<file path="src/rtl/csr_counter_register.sv">
// ----------------------------------------------------------------------------
// csr_counter_register
//
// Free-running event/cycle counter (mcycle/minstret style) exposed on the core
// CSR bus as a low word and a zero-extended high word. Software may load
// either word when WRITABLE=1. Increments can be inhibited, and a one-cycle
// overflow pulse marks each wrap from all-ones to zero.
//
// Optional feature macro: CSR_COUNTER_COMPARE_EN
//   When defined, adds a 32-bit read/write compare register at
//   ADDRESS_COMPARE and a sticky compareMatch flag. When undefined,
//   ADDRESS_COMPARE is not decoded and compareMatch is tied low.
//
// Ports
//   clk              in   1      system clock
//   rst              in   1      synchronous active-high reset
//   csrReadEnable    in   1      CSR read strobe
//   csrReadAddress   in   12     CSR read address
//   csrReadData      out  32     selected word, zero when not addressed
//   csrRequestOutput out  1      this block drives csrReadData this cycle
//   csrWriteEnable   in   1      CSR write strobe
//   csrWriteAddress  in   12     CSR write address
//   csrWriteData     in   32     CSR write data
//   countEnable      in   1      increment request
//   countInhibit     in   1      suppresses increment while high
//   value            out  WIDTH  registered counter value
//   overflow         out  1      one-cycle pulse after an all-ones -> 0 wrap
//   compareMatch     out  1      sticky compare flag
// ----------------------------------------------------------------------------
module csr_counter_register #(
    parameter logic [11:0] ADDRESS_LOW     = 12'hB00,
    parameter logic [11:0] ADDRESS_HIGH    = 12'hB80,
    parameter logic [11:0] ADDRESS_COMPARE = 12'hBC0,
    parameter int unsigned WIDTH           = 64,
    parameter int unsigned WRITABLE        = 1
) (
    input  logic             clk,
    input  logic             rst,
    input  logic             csrReadEnable,
    input  logic [11:0]      csrReadAddress,
    output logic [31:0]      csrReadData,
    output logic             csrRequestOutput,
    input  logic             csrWriteEnable,
    input  logic [11:0]      csrWriteAddress,
    input  logic [31:0]      csrWriteData,
    input  logic             countEnable,
    input  logic             countInhibit,
    output logic [WIDTH-1:0] value,
    output logic             overflow,
    output logic             compareMatch
);

    localparam int unsigned HW    = WIDTH - 32;
    localparam bit          WR_EN = (WRITABLE != 0);

    logic [WIDTH-1:0] counter_q, counter_d;
    logic             overflow_q, overflow_d;
    logic             inc;
    logic             wr_low, wr_high;
    logic [31:0]      low_inc;
    logic [31:0]      high_word;

    assign inc     = countEnable && !countInhibit;
    assign wr_low  = WR_EN && csrWriteEnable && (csrWriteAddress == ADDRESS_LOW);
    assign wr_high = WR_EN && csrWriteEnable && (csrWriteAddress == ADDRESS_HIGH);
    assign low_inc = counter_q[31:0] + 32'd1;

    // A write to one word overrides the increment for that word only; the
    // carry between the words is dropped whenever either word is written.
    always_comb begin
        counter_d = counter_q;
        if (inc) begin
            counter_d = counter_q + {{(WIDTH-1){1'b0}}, 1'b1};
        end
        if (wr_low) begin
            counter_d[31:0]       = csrWriteData;
            counter_d[WIDTH-1:32] = counter_q[WIDTH-1:32];
        end else if (wr_high) begin
            counter_d[WIDTH-1:32] = csrWriteData[HW-1:0];
            counter_d[31:0]       = inc ? low_inc : counter_q[31:0];
        end
    end

    // Only a genuine increment through the wrap point pulses overflow.
    assign overflow_d = inc && (&counter_q) && !wr_low && !wr_high;

    always_ff @(posedge clk) begin
        if (rst) begin
            counter_q  <= '0;
            overflow_q <= 1'b0;
        end else begin
            counter_q  <= counter_d;
            overflow_q <= overflow_d;
        end
    end

    assign value    = counter_q;
    assign overflow = overflow_q;

    always_comb begin
        high_word         = '0;
        high_word[HW-1:0] = counter_q[WIDTH-1:32];
    end

`ifdef CSR_COUNTER_COMPARE_EN
    logic [31:0] compare_q, compare_d;
    logic        match_q, match_d;
    logic        wr_cmp;

    // The compare register stays writable even when the counter is not.
    assign wr_cmp    = csrWriteEnable && (csrWriteAddress == ADDRESS_COMPARE);
    assign compare_d = wr_cmp ? csrWriteData : compare_q;

    // Clearing by a compare write takes priority over a same-cycle match.
    always_comb begin
        match_d = match_q;
        if (wr_cmp) begin
            match_d = 1'b0;
        end else if (counter_q[31:0] == compare_q) begin
            match_d = 1'b1;
        end
    end

    always_ff @(posedge clk) begin
        if (rst) begin
            compare_q <= '1;
            match_q   <= 1'b0;
        end else begin
            compare_q <= compare_d;
            match_q   <= match_d;
        end
    end

    assign compareMatch = match_q;

    always_comb begin
        csrReadData      = '0;
        csrRequestOutput = 1'b0;
        if (csrReadEnable) begin
            if (csrReadAddress == ADDRESS_LOW) begin
                csrReadData      = counter_q[31:0];
                csrRequestOutput = 1'b1;
            end else if (csrReadAddress == ADDRESS_HIGH) begin
                csrReadData      = high_word;
                csrRequestOutput = 1'b1;
            end else if (csrReadAddress == ADDRESS_COMPARE) begin
                csrReadData      = compare_q;
                csrRequestOutput = 1'b1;
            end
        end
    end
`else
    logic unused_compare_addr;
    assign unused_compare_addr = ^ADDRESS_COMPARE;
    assign compareMatch        = 1'b0;

    always_comb begin
        csrReadData      = '0;
        csrRequestOutput = 1'b0;
        if (csrReadEnable) begin
            if (csrReadAddress == ADDRESS_LOW) begin
                csrReadData      = counter_q[31:0];
                csrRequestOutput = 1'b1;
            end else if (csrReadAddress == ADDRESS_HIGH) begin
                csrReadData      = high_word;
                csrRequestOutput = 1'b1;
            end
        end
    end
`endif

endmodule

</file>
<file path="config.mk">
export PLATFORM = sky130hd
export DESIGN_NAME = csr_counter_register
export DESIGN_NICKNAME = d
export VERILOG_FILES = /design/src/rtl/csr_counter_register.sv
export SDC_FILE = /design/constraint.sdc
export NUM_CORES = 1
export LEC_CHECK = 0
export CAP_MARGIN = 0
export CORE_UTILIZATION = 26
export DETAILED_ROUTE_END_ITERATION = 10
export HOLD_SLACK_MARGIN = 0.02
export PLACE_DENSITY = 0.53
export SYNTH_ARGS = -nofsm -noshare
export SYNTH_HDL_FRONTEND = slang
export SYNTH_SLANG_ARGS = --single-unit
</file>
<file path="constraint.sdc">
create_clock -name clk -period 8.25 [get_ports clk]
set_clock_uncertainty 0.1 [all_clocks]
set_input_delay 1.65 -clock clk [delete_from_list [all_inputs] [get_ports clk]]
set_output_delay 1.65 -clock clk [all_outputs]
set_load 0.05 [all_outputs]
</file>
==> metrics.md, run 1 <==
| Metric | Value |
|---|---|
| CTS tree | built |
| Clock-pin slew reported for the worst setup and hold paths after clock tree synthesis | roughly 0.060 ns |
| Placer's final routability congestion estimate | just under 0.9 |
| Critical path start-end classification | in2out |
| Global-route wire length before repair | about 32000 um |
| Maximum vdd ir drop | between 90 and 100 uV |
| Number of antenna violations at the first check in global routing | 0 |
| Pre-Repair DR Iteration Count | 6 |
| Vias | between 5000 and 6000 |
| Post-synthesis net count | ~670 |
| Post-synthesis area per instance | 7.66 um^2 |
| Share of synthesized flip-flops with an asynchronous set or reset | 0 |
| Area fraction in compound gates after synthesis | 0.263 |
| Endpoint required time on the critical path | 6.50 ns |
| Total overflow reported by the global router | 0 |
| Total die area | about 18000 um^2 |
| # H-tree levels | 3 |
| Mapped Cells | 602 |
| Nets | roughly 800 |
| Endpoint class of the critical path | output pin |
| Pwr per Cell Area | 117 nW/um^2 |
| Transition time at the pin with the least slew margin | around 1.0 ns |
| Reg-to-reg slack, setup | between 4 and 5 ns |
| Worst Hold Launch | value[25]$_SDFFE_PP0P_ |
| Dominant synthesized flop cell | sky130_fd_sc_hd__dfxtp_1 |
| Remaining number of nets flagged by the antenna check after routing | 0 |
| Setup crit end | csrReadData[13] |
| Number of vias per cell | 5.86 |
| Starting density of the core | 0.267 |
| Startpoint type of the worst setup path | input port |
| Share of the synthesized netlist area taken by xor and xnor gates | 0.0494 |
| Final routed wire length divided by cell count | ~22 um |
| Multiplexer share of the synthesized area | 0.00217 |
| Area share of the largest cell type after synthesis | 0.282 |
| Cell count of the worst reg-to-reg path | 5 |
| Number of clock buffers inserted by TritonCTS | 9 |
| Detailed placer's ending HPWL | between 15000 and 20000 um |
| Final Util | 0.388 |
| Leakage power figure | 1.96 nW |
| Max-slew violation total from the final report | 0 |
| Result of the run | complete, no violations |
| EDFF count, synth | 0 |
| End of the worst register-to-register path | value[58]$_SDFFE_PP0P_ |
| Count of synthesis-stage warnings from yosys | 0 |
| Via count of the first global-routing pass | between 5000 and 6000 |
| RSZ-0062 raised after global routing | no |
| Final hold vios | 0 |
| Origin of the worst setup path | csrReadAddress[5] |
| Starting DRC count in detailed routing | approximately 450 |
| Worst min-delay path class | reg2reg |
| Horizontal die dimension | between 100 and 150 um |
| Longest Clk Path Bufs | 2 |
| Main area contributors after synthesis | sky130_fd_sc_hd__dfxtp_1, sky130_fd_sc_hd__a211oi_1, sky130_fd_sc_hd__o221a_2, sky130_fd_sc_hd__nand4_1, sky130_fd_sc_hd__nor2_1 |
| Max-slew headroom | 0.300 |
| Crit path time final | between 6 and 7 ns |
| Count of input and output buffers | 159 |
| Largest fanout on the critical path | 22 |
| Core Footprint | around 17000 um^2 |
| Synthesized-area fraction occupied by adder cells | 0.00271 |
| Cells resized by post-CTS repair | 0 |
| Cell type with the largest total area after synthesis | sky130_fd_sc_hd__dfxtp_1 |
| Placement Rows | 48 |
| Ratio of cells with drive above 1 in the final layout | 0.0730 |
| CTS sink count | between 60 and 70 |
| Routed Wire Length | about 21000 um |
| Combinational family with the most area after synthesis | simple AND/OR/NAND/NOR gates |
| Clk root buf | sky130_fd_sc_hd__clkbuf_16 |
| Post-Synth Simple-Gate Area | 0.350 |
| Maximum capacitance violations | 0 |
| Vertical die dimension | 135 um |
| Fmax | ~150 MHz |
| Number of inserted filler cells in the final layout | between 1500 and 2000 |
| Netlist area before placement | ~4600 um^2 |
| Number of placed I/O pins | approximately 160 |
| Total track usage | 0.232 |
| Critical path arrival | 4.84 ns |
| Number of buffers inserted to repair setup after CTS | 0 |
| Accumulated negative setup slack | 0 ns |
| Latest clock arrival within the worst-skew pair | approximately 0.34 ns |
| DR DRC count | 0 |
| Number of buffers added to fix hold violations after cts | 0 |
| Post-synthesis sequential element count | between 60 and 70 |
| Maximum number of pins on one net before global-route repair | just under 60 |
| Final setup violation count | 0 |
| Origin of the critical flop-to-flop path | value[23]$_SDFFE_PP0P_ |
| Area growth, synth to finish | 45.5% |
| Register area share after synthesis | 0.282 |
| Count of unique library cells instantiated by Yosys | 54 |
| Post-route fraction of the period consumed by the critical path | 0.799 |
cells in the mapped netlist (all sizes together) (2+ instances only):
cell type	count
a2111oi	4
a211o	2
a211oi	36
a21oi	13
a22oi	12
a311o	6
a311oi	14
a31oi	3
and2	3
and3	10
and4	11
buf	4
clkbuf	42
dfxtp	65
inv	12
nand2	35
nand2b	2
nand3	41
nand3b	3
nand4	40
nand4b	2
nor2	63
nor2b	14
nor3	18
nor3b	3
nor4	16
o211ai	3
o21ai	16
o221a	22
o221ai	4
o22ai	3
o31ai	10
or3	13
or4	17
xnor2	9
xor2	17
per-stage QoR:
| step | area, um^2 | power [mW] | worst slack [ns] | std cells | hold WS [ns] |
|---|---|---|---|---|---|
| global placement | 6400 | 0.386 | 1.62 | 949 | 0.452 |
| floorplan | 4610 | 0.343 | 2.74 | 602 | 0.615 |
| finish | 6710 | 0.782 | 1.66 | 966 | 0.489 |
| detailed placement | 6400 | 0.386 | 1.62 | 949 | 0.477 |
| CTS | 6710 | 0.788 | 1.61 | 965 | 0.485 |
| global route | 6710 | 0.810 | 1.54 | 965 | 0.516 |
sequential cells by signal, indices dropped and copies added (netlist names):
signal / cells
value: 64
overflow: 1
layout make-up:
class,instances,area [um^2],area share
flip-flops and latches,65,1300,0.194
inverters,13,48.8,0.00727
clock buffers,14,274,0.0408
multi-input cells,478,3120,0.464
well taps,225,282,0.0419
clock inverters,2,35.0,0.00522
diodes,1,2.50,0.000373
repair buffers,168,1650,0.246
how the worst min path moves through the flow:
stage	to	cells past startpoint
final	value[25]$_SDFFE_PP0P_	2
after global routing	overflow$_SDFF_PP0_	2
after CTS	overflow$_SDFF_PP0_	2
after detailed placement	overflow$_SDFF_PP0_	2
after global placement	overflow$_SDFF_PP0_	2
after floorplan	overflow$_SDFF_PP0_	2
kinds of logic (layout without fill, tap and decap cells):
kind of cell,after synthesis,after routing
AOI/OAI and AO/OA,154,154
xor gates and xnor gates,26,26
adders and majority gates,1,1
buffers and inverters,59,197
DFF,65,65
muxes,1,1
other,1,2
and+or+nand+nor,295,295
layout by cell type, fill, tap and decap left out, types with 2 or more instances in the layout:
cell type / n
sky130_fd_sc_hd__a22oi_1: 12
sky130_fd_sc_hd__clkbuf_16: 9
sky130_fd_sc_hd__dfxtp_1: 65
sky130_fd_sc_hd__o21ai_0: 16
sky130_fd_sc_hd__nand3b_1: 3
sky130_fd_sc_hd__nor3b_1: 3
sky130_fd_sc_hd__o31ai_1: 10
sky130_fd_sc_hd__xor2_1: 17
sky130_fd_sc_hd__a2111oi_0: 4
sky130_fd_sc_hd__clkbuf_1: 2
sky130_fd_sc_hd__a21oi_1: 13
sky130_fd_sc_hd__inv_1: 12
sky130_fd_sc_hd__o22ai_1: 3
sky130_fd_sc_hd__a211o_1: 2
sky130_fd_sc_hd__nor2_1: 62
sky130_fd_sc_hd__xnor2_1: 9
sky130_fd_sc_hd__nor4_1: 14
sky130_fd_sc_hd__nor4_4: 2
sky130_fd_sc_hd__or4_1: 16
sky130_fd_sc_hd__nand2b_1: 2
sky130_fd_sc_hd__nand4b_1: 2
sky130_fd_sc_hd__nand4_1: 39
sky130_fd_sc_hd__a311o_1: 6
sky130_fd_sc_hd__a211oi_1: 36
sky130_fd_sc_hd__nor2b_1: 14
sky130_fd_sc_hd__and3_1: 10
sky130_fd_sc_hd__clkdlybuf4s50_1: 158
sky130_fd_sc_hd__a31oi_1: 3
sky130_fd_sc_hd__and4_1: 11
sky130_fd_sc_hd__o211ai_1: 3
sky130_fd_sc_hd__nand2_1: 35
sky130_fd_sc_hd__o221ai_1: 4
sky130_fd_sc_hd__a311oi_1: 14
sky130_fd_sc_hd__and2_1: 2
sky130_fd_sc_hd__or3_1: 13
sky130_fd_sc_hd__o221a_2: 22
sky130_fd_sc_hd__nand3_1: 41
sky130_fd_sc_hd__clkbuf_8: 3
sky130_fd_sc_hd__buf_4: 9
sky130_fd_sc_hd__nor3_1: 18
metal layers:
metal | up-vias | part of all wire | track usage
met3 | 23 | 0.074 | 0.0445
met4 | 0 | 0.012 | 0.0680
met1 | 2722 | 0.47 | 0.322
met5 | - | 0 | 0
li1 | 2641 | - | -
met2 | 276 | 0.45 | 0.362
worst max-delay path, cell delays in order:
cell and delay [ns]:
sky130_fd_sc_hd__clkdlybuf4s50_1 0.39, sky130_fd_sc_hd__or3_1 0.44, sky130_fd_sc_hd__nor2_1 0.12, sky130_fd_sc_hd__buf_4 0.33, sky130_fd_sc_hd__nand2_1 0.69, sky130_fd_sc_hd__o221a_2 0.51
sky130_fd_sc_hd__clkdlybuf4s50_1 0.70
power breakdown:
group	leakage (nW)	internal, mW	switching (mW)
clock network	0.153	0.258	0.144
registers	0.523	0.315	0.00135
logic	1.29	0.0321	0.0316
Power figures use the tool's default switching activity.
==> inputs of run 2 (changes only) <==
Settings changed: PLACE_DENSITY 0.53 to 0.55.
Clock period 8.25 ns to 5.46 ns, I/O delays scaled along.
==> metrics.md, run 2 (synthesized netlist as in run 1, its figures left out) <==
| Metric | Value |
|---|---|
| Maximum vdd ir drop | 143 uV (+51%) |
| Final instance area | 6620 um^2 (-1.4%) |
| Horizontal die dimension | 135 um (unchanged) |
| Cells resized by post-CTS repair | 0 (unchanged) |
| Core Footprint | 17300 um^2 (unchanged) |
| Placement-stage worst setup slack | 0.674 ns (-0.947 ns) |
| Remaining number of nets flagged by the antenna check after routing | 0 (unchanged) |
| Count of input and output buffers | 159 (unchanged) |
| Pwr per Cell Area | 167 nW/um^2 (+43%) |
| Hold depth | 2 (unchanged) |
| Vias | 5737 (+1.3%) |
| Nets | 803 (+0.63%) |
| Global-route wire length before repair | 32700 um (+2.2%) |
| Area growth, synth to finish | 43.5% |
| Result of the run | complete, no violations |
| Accumulated negative setup slack | 0 ns (unchanged) |
| Routed Wire Length | 21600 um (+0.66%) |
| Number of stages on the worst setup path | 6 (-1) |
| Number of vias per cell | 5.92 (+1.0%) |
| Critical path buffer and inverter count | 2 (-1) |
| Final routed wire length divided by cell count | 22.3 um (+0.35%) |
| Final hold vios | 0 (unchanged) |
| Critical path start-end classification | in2out |
| Number of buffers inserted to repair setup after CTS | 0 (unchanged) |
| Starting DRC count in detailed routing | 481 (+6.7%) |
| Vertical die dimension | 135 um (unchanged) |
| Max-slew headroom | 0.206 (-0.0936) |
| Clk root buf | sky130_fd_sc_hd__clkbuf_16 |
| Worst-case setup margin in the final layout | 0.636 ns (-1.03 ns) |
| CTS sink count | 65 (unchanged) |
| Number of buffers added to fix hold violations after cts | 0 (unchanged) |
| Final setup violation count | 0 (unchanged) |
| RSZ-0062 raised after global routing | no |
| Antenna diode instance count | 0 (-1) |
| Endpoint class of the critical path | output pin |
| Post-route fraction of the period consumed by the critical path | 0.884 |
| Final hold slack | 0.464 ns (-0.0249 ns) |
| Placement Rows | 48 (unchanged) |
| Detailed placer's ending HPWL | 15700 um (+1.4%) |
| Placer's final routability congestion estimate | 0.852 (-1.9%) |
| Longest Clk Path Bufs | 2 (unchanged) |
| Commonest cells after routing, fill and taps aside | sky130_fd_sc_hd__clkdlybuf4s50_1, sky130_fd_sc_hd__dfxtp_1, sky130_fd_sc_hd__nor2_1 |
| Final Util | 0.383 (-0.00550) |
| Startpoint type of the worst setup path | input port |
| Fmax | about 210 MHz |
| Leading cell type in the layout, fill and taps excluded | sky130_fd_sc_hd__clkdlybuf4s50_1 |
| Total track usage | 0.238 (+0.00597) |
| Worst min-delay path class | reg2reg |
| Crit path time final | 4.82 ns |
| # H-tree levels | 3 (unchanged) |
| Max-slew violation total from the final report | 0 (unchanged) |
| Slowest cell on the critical path | sky130_fd_sc_hd__nand2_1 |
| Number of antenna violations at the first check in global routing | 0 (unchanged) |
| Leakage power figure | 2.02 nW (+2.9%) |
| Power after layout | 1.11 mW (+41%) |
| Total overflow reported by the global router | 0 (unchanged) |
| Clock-pin slew reported for the worst setup and hold paths after clock tree synthesis | 0.05 ns (about the same) |
| Cell-by-cell trace of the critical path | clkdlybuf4s50_1, or4_1, nor2_1, nand2_1, o221a_2, buf_4 |
| Cell count of the worst reg-to-reg path | 5 (unchanged) |
| Number of placed I/O pins | 161 (unchanged) |
| Critical path arrival | 3.63 ns (-1.21 ns) |
| Total die area | 18300 um^2 (unchanged) |
| Ratio of cells with drive above 1 in the final layout | 0.118 (+0.0453) |
| Flip-flop count of the largest register after layout | 64 (unchanged) |
| Largest fanout on the critical path | 21 (-4.5%) |
| Cell type group with the largest total delay on the critical path | simple AND/OR/NAND/NOR gates |
| Post-Place Cell Area | 6360 um^2 (-0.65%) |
| DR DRC count | 0 (unchanged) |
| CTS tree | built |
| Number of clock buffers inserted by TritonCTS | 9 (unchanged) |
| Transition time at the pin with the least slew margin | 1.19 ns (+0.145 ns) |
| Maximum capacitance violations | 0 (unchanged) |
| Maximum number of pins on one net before global-route repair | 57 (-1.7%) |
| Crit-path max cell delay | 0.70 ns (about the same) |
| Endpoint required time on the critical path | 4.27 ns (-2.23 ns) |
| Starting density of the core | 0.267 (unchanged) |
| Pre-Repair DR Iteration Count | 5 (-1) |
| Via count of the first global-routing pass | 5424 (+2.1%) |
| Latest clock arrival within the worst-skew pair | 0.34 ns (about the same) |
| Fin cells | 969 (+0.31%) |
| Number of cells after detailed placement | 954 (+0.53%) |
run 2: final cells by class:
type	count	area, um^2
Sequential cell	65	1300
Fill cell	1803	10700
Timing Repair Buffer	173	1620
Tap cell	225	282
Clock buffer	15	258
Multi-Input combinational cell	478	3110
Inverter	13	48.8
run 2: worst paths after layout:
path                                  to                    from  slack [ns]
setup reg to reg  value[58]$_SDFFE_PP0P_  value[23]$_SDFFE_PP0P_        2.12
setup / recovery         csrReadData[18]       csrReadAddress[1]        0.64
hold reg to reg      overflow$_SDFF_PP0_  value[63]$_SDFFE_PP0P_        0.46
hold / removal       overflow$_SDFF_PP0_  value[63]$_SDFFE_PP0P_        0.46
run 2: report_power, final:
group / switching [mW] / internal (mW) / total (mW)
sequential: 0.00195 / 0.476 / 0.478
clock: 0.212 / 0.318 / 0.530
combinational: 0.0482 / 0.0493 / 0.0974
run 2: worst register-to-register path, cell delays in order (launching register included):
cell                        delay (ns)
sky130_fd_sc_hd__dfxtp_1          0.48
sky130_fd_sc_hd__nand3_1          0.43
sky130_fd_sc_hd__or4_1            0.68
sky130_fd_sc_hd__nor4_4           0.93
sky130_fd_sc_hd__a2111oi_0        0.26
sky130_fd_sc_hd__a211o_1          0.33
run 2: metal layers:
layer	track usage	wire length, um	vias up
li1	-	-	2663
met1	0.334	9870	2791
met2	0.364	9720	251
met5	0	0	-
met4	0.0749	362	0
met3	0.0460	1620	32
